===== src/rtl/shift_add_accum_2b.sv =====
// Shift-add accumulator behind a 2b x 2b multiplier: sequences operand slices and sums shifted partial products.
// Optional saturation with sticky ovf port when SHIFT_ADD_ACCUM_SAT_EN is defined.
module shift_add_accum_2b #(
    parameter int ACC_W = 24,
    parameter int LEN_W = 8
) (
    input  logic             clk,
    input  logic             rst,
    input  logic             start,
    input  logic [1:0]       prec,
    input  logic [LEN_W-1:0] len_m1,
    output logic [1:0]       a_sel,
    output logic [1:0]       w_sel,
    input  logic             in_valid,
    output logic             in_ready,
    input  logic [3:0]       prod,
    output logic             busy,
    output logic             out_valid,
    input  logic             out_ready,
`ifdef SHIFT_ADD_ACCUM_SAT_EN
    output logic             ovf,
`endif
    output logic [ACC_W-1:0] out_sum
);

    typedef enum logic [1:0] {
        IDLE = 2'd0,
        RUN  = 2'd1,
        DONE = 2'd2
    } state_t;

    state_t           state, state_d;
    logic [ACC_W-1:0] acc, acc_d, term_x;
    logic [LEN_W-1:0] cnt, len_q;
    logic [1:0]       prec_q, smax;
    logic [2:0]       sig;
    logic [15:0]      term;
    logic             beat, w_wrap, a_wrap, last;

    always_comb begin
        unique case (prec_q)
            2'd0:    smax = 2'd3;
            2'd1:    smax = 2'd1;
            default: smax = 2'd0;
        endcase
    end

    // Shift by 2 bits per unit of combined slice significance
    assign sig    = 3'(a_sel) + 3'(w_sel);
    assign term   = 16'(prod) << {sig, 1'b0};
    assign term_x = ACC_W'(term);

`ifdef SHIFT_ADD_ACCUM_SAT_EN
    logic [ACC_W:0] sum;
    assign sum   = {1'b0, acc} + {1'b0, term_x};
    assign acc_d = sum[ACC_W] ? '1 : sum[ACC_W-1:0];
`else
    assign acc_d = acc + term_x;
`endif

    assign beat   = (state == RUN) && in_valid;
    assign w_wrap = (w_sel == smax);
    assign a_wrap = (a_sel == smax);
    assign last   = beat && w_wrap && a_wrap && (cnt == len_q);

    always_ff @(posedge clk or posedge rst) begin
        if (rst) state <= IDLE;
        else     state <= state_d;
    end

    always_comb begin
        state_d   = state;
        in_ready  = 1'b0;
        out_valid = 1'b0;
        busy      = (state != IDLE);
        unique case (state)
            IDLE: if (start) state_d = RUN;
            RUN: begin
                in_ready = 1'b1;
                if (last) state_d = DONE;
            end
            DONE: begin
                out_valid = 1'b1;
                if (out_ready) state_d = IDLE;
            end
            default: state_d = IDLE;
        endcase
    end

    always_ff @(posedge clk or posedge rst) begin
        if (rst) begin
            acc    <= '0;
            cnt    <= '0;
            len_q  <= '0;
            prec_q <= '0;
            a_sel  <= '0;
            w_sel  <= '0;
        end else if (state == IDLE && start) begin
            acc    <= '0;
            cnt    <= '0;
            len_q  <= len_m1;
            prec_q <= prec;
            a_sel  <= '0;
            w_sel  <= '0;
        end else if (beat) begin
            acc <= acc_d;
            if (w_wrap) begin
                w_sel <= '0;
                if (a_wrap) begin
                    a_sel <= '0;
                    cnt   <= cnt + LEN_W'(1);
                end else begin
                    a_sel <= a_sel + 2'd1;
                end
            end else begin
                w_sel <= w_sel + 2'd1;
            end
        end
    end

`ifdef SHIFT_ADD_ACCUM_SAT_EN
    always_ff @(posedge clk or posedge rst) begin
        if (rst)                         ovf <= 1'b0;
        else if (state == IDLE && start) ovf <= 1'b0;
        else if (beat && sum[ACC_W])     ovf <= 1'b1;
    end
`endif

    assign out_sum = acc;

endmodule


===== config.mk =====
export PLATFORM = sky130hd
export DESIGN_NAME = shift_add_accum_2b
export DESIGN_NICKNAME = d
export VERILOG_FILES = /design/src/rtl/shift_add_accum_2b.sv
export SDC_FILE = /design/constraint.sdc
export NUM_CORES = 1
export LEC_CHECK = 0
export ABC_AREA = 1
export BUFFER_PORTS_ARGS = -buffer_cell sky130_fd_sc_hd__buf_2
export CORE_MARGIN = 2
export CORE_UTILIZATION = 58
export CTS_BUF_LIST = sky130_fd_sc_hd__clkbuf_8 sky130_fd_sc_hd__clkbuf_16
export DETAILED_ROUTE_END_ITERATION = 10
export GPL_ROUTABILITY_DRIVEN = 0
export PLACE_DENSITY = 0.81
export RECOVER_POWER = 25
export SYNTH_ARGS = -nofsm -noshare
export SYNTH_HDL_FRONTEND = slang
export SYNTH_SLANG_ARGS = --single-unit
export TNS_END_PERCENT = 10

===== constraint.sdc =====
create_clock -name clk -period 3.45 [get_ports clk]
set_input_delay 0.5175 -clock clk [delete_from_list [all_inputs] [get_ports clk]]
set_output_delay 0.5175 -clock clk [all_outputs]
set_load 0.02 [all_outputs]

==> impl_metrics.yaml <==
cells_and_area:
  multi_input_area_um2: 2050
  utilization: 0.676
  area_delta_synth_final_pct: 12.7
  fill_cells: 517
  drive_above_1_share: 0.130
  nets: 609
  diodes: 0
  ff_latch_area_um2: 1200
timing:
  final-hold-violation-count: 0
  maxSlewViolCount: 49
  period_minus_slack_ns: 3.20
  clock_skew_ns: 0.0174
  worst_pin_slew_ns: 1.80
  finalCritPeriodShare: 0.928
  max_freq_mhz: 312
  whs_ns: 0.363
  setup_viol_count_final: 0
  max-slew-margin-rel: -0.204
  grt_setup_unrepaired: "no"
  finalSetupTns_ns: 0
drt:
  route.detailed.drc: 0
  drt-initial-drc-count: 280
  routedWlPerCell_um: 13.7
  vias_per_cell: 5.52
  wl_um: 8860
  vias: 3558
  ant_nets: 0
  drt_first_pass_iters: 5
placement:
  dpl.hpwl_um: 6740
  numPortBuffers: 49
global_routing:
  antenna_found_initial: 0
  grt_max_degree: 49
  globalRouteOverflowTotal: 0
  grt_usage: 0.282
  grt_pass1_wl_um: 14500
  first_global_vias: 3200
yosys:
  synth-main-ff-cell: "dfrtp_1"
  yosysTopAreaCellShare: 0.340
  ys_seq_area_frac: 0.340
  async_reset_ff_frac: 1.00
  syn_inst: 521
  syn-num-nets: 561
  synth_warnings: 0
  synth.most_common_cell: "nand2_1"
  synthTopCellsByCount: "nand2_1 (182), inv_1 (57), nor2_1 (50)"
  ys_types: 34
  yosysTopAreaCell: "dfrtp_1"
  synth_area_leaders: "dfrtp_1 (34%), nand2_1 (19%), ha_1 (6.7%)"
  syn_avg_cell_area_um2: 6.77
  synth_edf_count: 0
  synth_seq_cells: 48
  syn-cell-area_um2: 3530
pwr:
  p_clk_frac: 0.138
  share_seq_of_total_power: 0.253
  internal_power_mw: 1.81
  p_leak_nw: 2.22
  p_sw_frac: 0.509
  p_switching_mw: 1.88
  ir_drop_v: 0.000645
  p_per_area_nw_per_um2: 928
  combPwrFrac: 0.609
setup_path:
  crit_required_ns: 3.67
  cp-end-kind: "flop"
  crit_path_cell_trace: "ha_1 > inv_1 > fa_1 > inv_1 > nor2_1 > ha_1 > fa_1 > nand2_1 > nand3_1 > nand3_1 > nand2_1 > nand3_1 > nand2_1 > a21oi_1 > nor2_1"
  cpLargestDelayFamily: "adder cells"
  max_stage_delay_ns: 0.52
  worst-path-buf-inv: 2
  crit_path_start_kind: "flop"
  critPathArrivalTime_ns: 3.42
  crit_slowest_cell: "fa_1"
  path_class: "flop to flop"
  cp_max_fo: 10
floorplan:
  rows: 28
  die_h_um: 82.0
  die_area_um2: 6720
  coreArea_um2: 5890
  start_util: 0.599
  ios: 50
  fp.dieW_um: 82.0
status:
  violations: "max-capacitance violations, max-slew violations"
  outcome: "finished with violations"
clock_network:
  cts_setup_buffers: 0
  cts_tree: "yes"
  clk_latency_ns: 0.32
  path_clk_slew_ns: 0.11
  cts_root_buffer: "clkbuf_8"
  cts.htree.levels: 2
  cts.path.max_buffers: 2
  cts_buffers: 5
  cts.sinks: 48
worst_hold_path:
  min_path_type: "primary input to flop"
flow_run:
  drv_cap: 1
[layout make-up]
| cell class | count | share of cell area |
|---|---|---|
| clock buffers | 5 | 0.0173 |
| repair buffers | 50 | 0.0635 |
| well taps | 75 | 0.0236 |
| clock inverters | 3 | 0.0173 |
| inverters | 62 | 0.0598 |
| flip-flops and latches | 48 | 0.302 |
| multi-input cells | 402 | 0.517 |
[power by group through the flow]
stage	Sequential [mW]	Clock [mW]	Combinational (mW)
2_1_floorplan	1.03	0	1.56
3_3_place_gp	0.933	0	2.14
3_5_place_dp	0.943	0	2.20
4_1_cts	0.933	0.517	2.21
5_1_grt	0.964	0.541	2.52
6_report	0.933	0.510	2.25
[worst register-to-register path: stages, from the launching register on]
cell	delay, ns
dfrtp_1	0.47
ha_1	0.19
inv_1	0.05
fa_1	0.52
inv_1	0.22
nor2_1	0.08
ha_1	0.26
fa_1	0.48
nand2_1	0.14
nand3_1	0.10
nand3_1	0.10
nand2_1	0.12
nand3_1	0.09
nand2_1	0.11
a21oi_1	0.14
nor2_1	0.06
[placed cells by master (no fill, tap or decap), types with 2 or more instances in the layout]
cell	netlist	final
nand4_1	6	6
nand2_2	2	2
xnor2_1	8	8
nand3_1	29	29
inv_1	57	57
a22o_1	2	2
nor2_1	50	50
fa_1	2	2
buf_2	5	49
nand2_1	182	182
inv_2	3	4
nor2_4	2	2
a31oi_1	2	2
clkbuf_8	0	5
bufinv_16	0	2
dfrtp_1	48	48
a21oi_1	31	31
o21ai_0	20	20
or2_2	4	4
xor2_1	7	7
nand3b_1	3	3
mux2i_1	2	2
o31ai_1	7	7
ha_1	19	19
nor3_1	16	16
[path summary, 6_finish.rpt]
| path | cells after the start | end | slack, ns | start |
|---|---|---|---|---|
| worst min-delay path | 2 | state[1] | 0.36 | out_ready |
| worst max register to register | 15 | out_sum[20] | 0.25 | w_sel[0] |
| min in group asynchronous | 2 | cnt[3] | 0.76 | rst |
| worst max-delay path | 15 | out_sum[20] | 0.25 | w_sel[0] |
| worst min register to register | 1 | state[1] | 0.50 | state[0] |
| max in group asynchronous | 2 | out_sum[11] | 1.64 | rst |
[logic make-up after synthesis]
group           Yosys count  synth area share
buf+inv                  71            0.0791
compound gates           67             0.106
simple gates            297             0.352
xor+xnor                 15            0.0372
fa+ha+maj                21            0.0787
mux                       2           0.00567
flops                    48             0.340
[timing repair]
action                                  4_1_cts  5_1_grt
endpoints found under the setup margin        0       11
gates resized for setup                       0        2
hold buffers                                  0        0
[state kept, by name (all words and copies together) (netlist names)]
register	count
prec_q	2
w_sel	2
out_sum	24
cnt	8
a_sel	2
state	2
len_q	8
[stage by stage]
stage | power, mW | worst slack (ns) | cells | cell area [µm²]
2_1_floorplan | 2.59 | 0.432 | 521 | 3530
3_3_place_gp | 3.07 | 0.313 | 637 | 3830
3_5_place_dp | 3.14 | 0.188 | 637 | 3830
4_1_cts | 3.66 | 0.180 | 645 | 3970
5_1_grt | 4.03 | 0.0276 | 645 | 3980
6_report | 3.69 | 0.249 | 645 | 3980
[metal layers]
layer / vias up / wire length, µm / global-route usage
met5: - / 0 / 0
met4: 0 / 223 / 0.103
met3: 24 / 568 / 0.0527
met2: 144 / 4200 / 0.467
met1: 1623 / 3870 / 0.368
li1: 1767 / - / -
(Power assumes the default switching activity.)
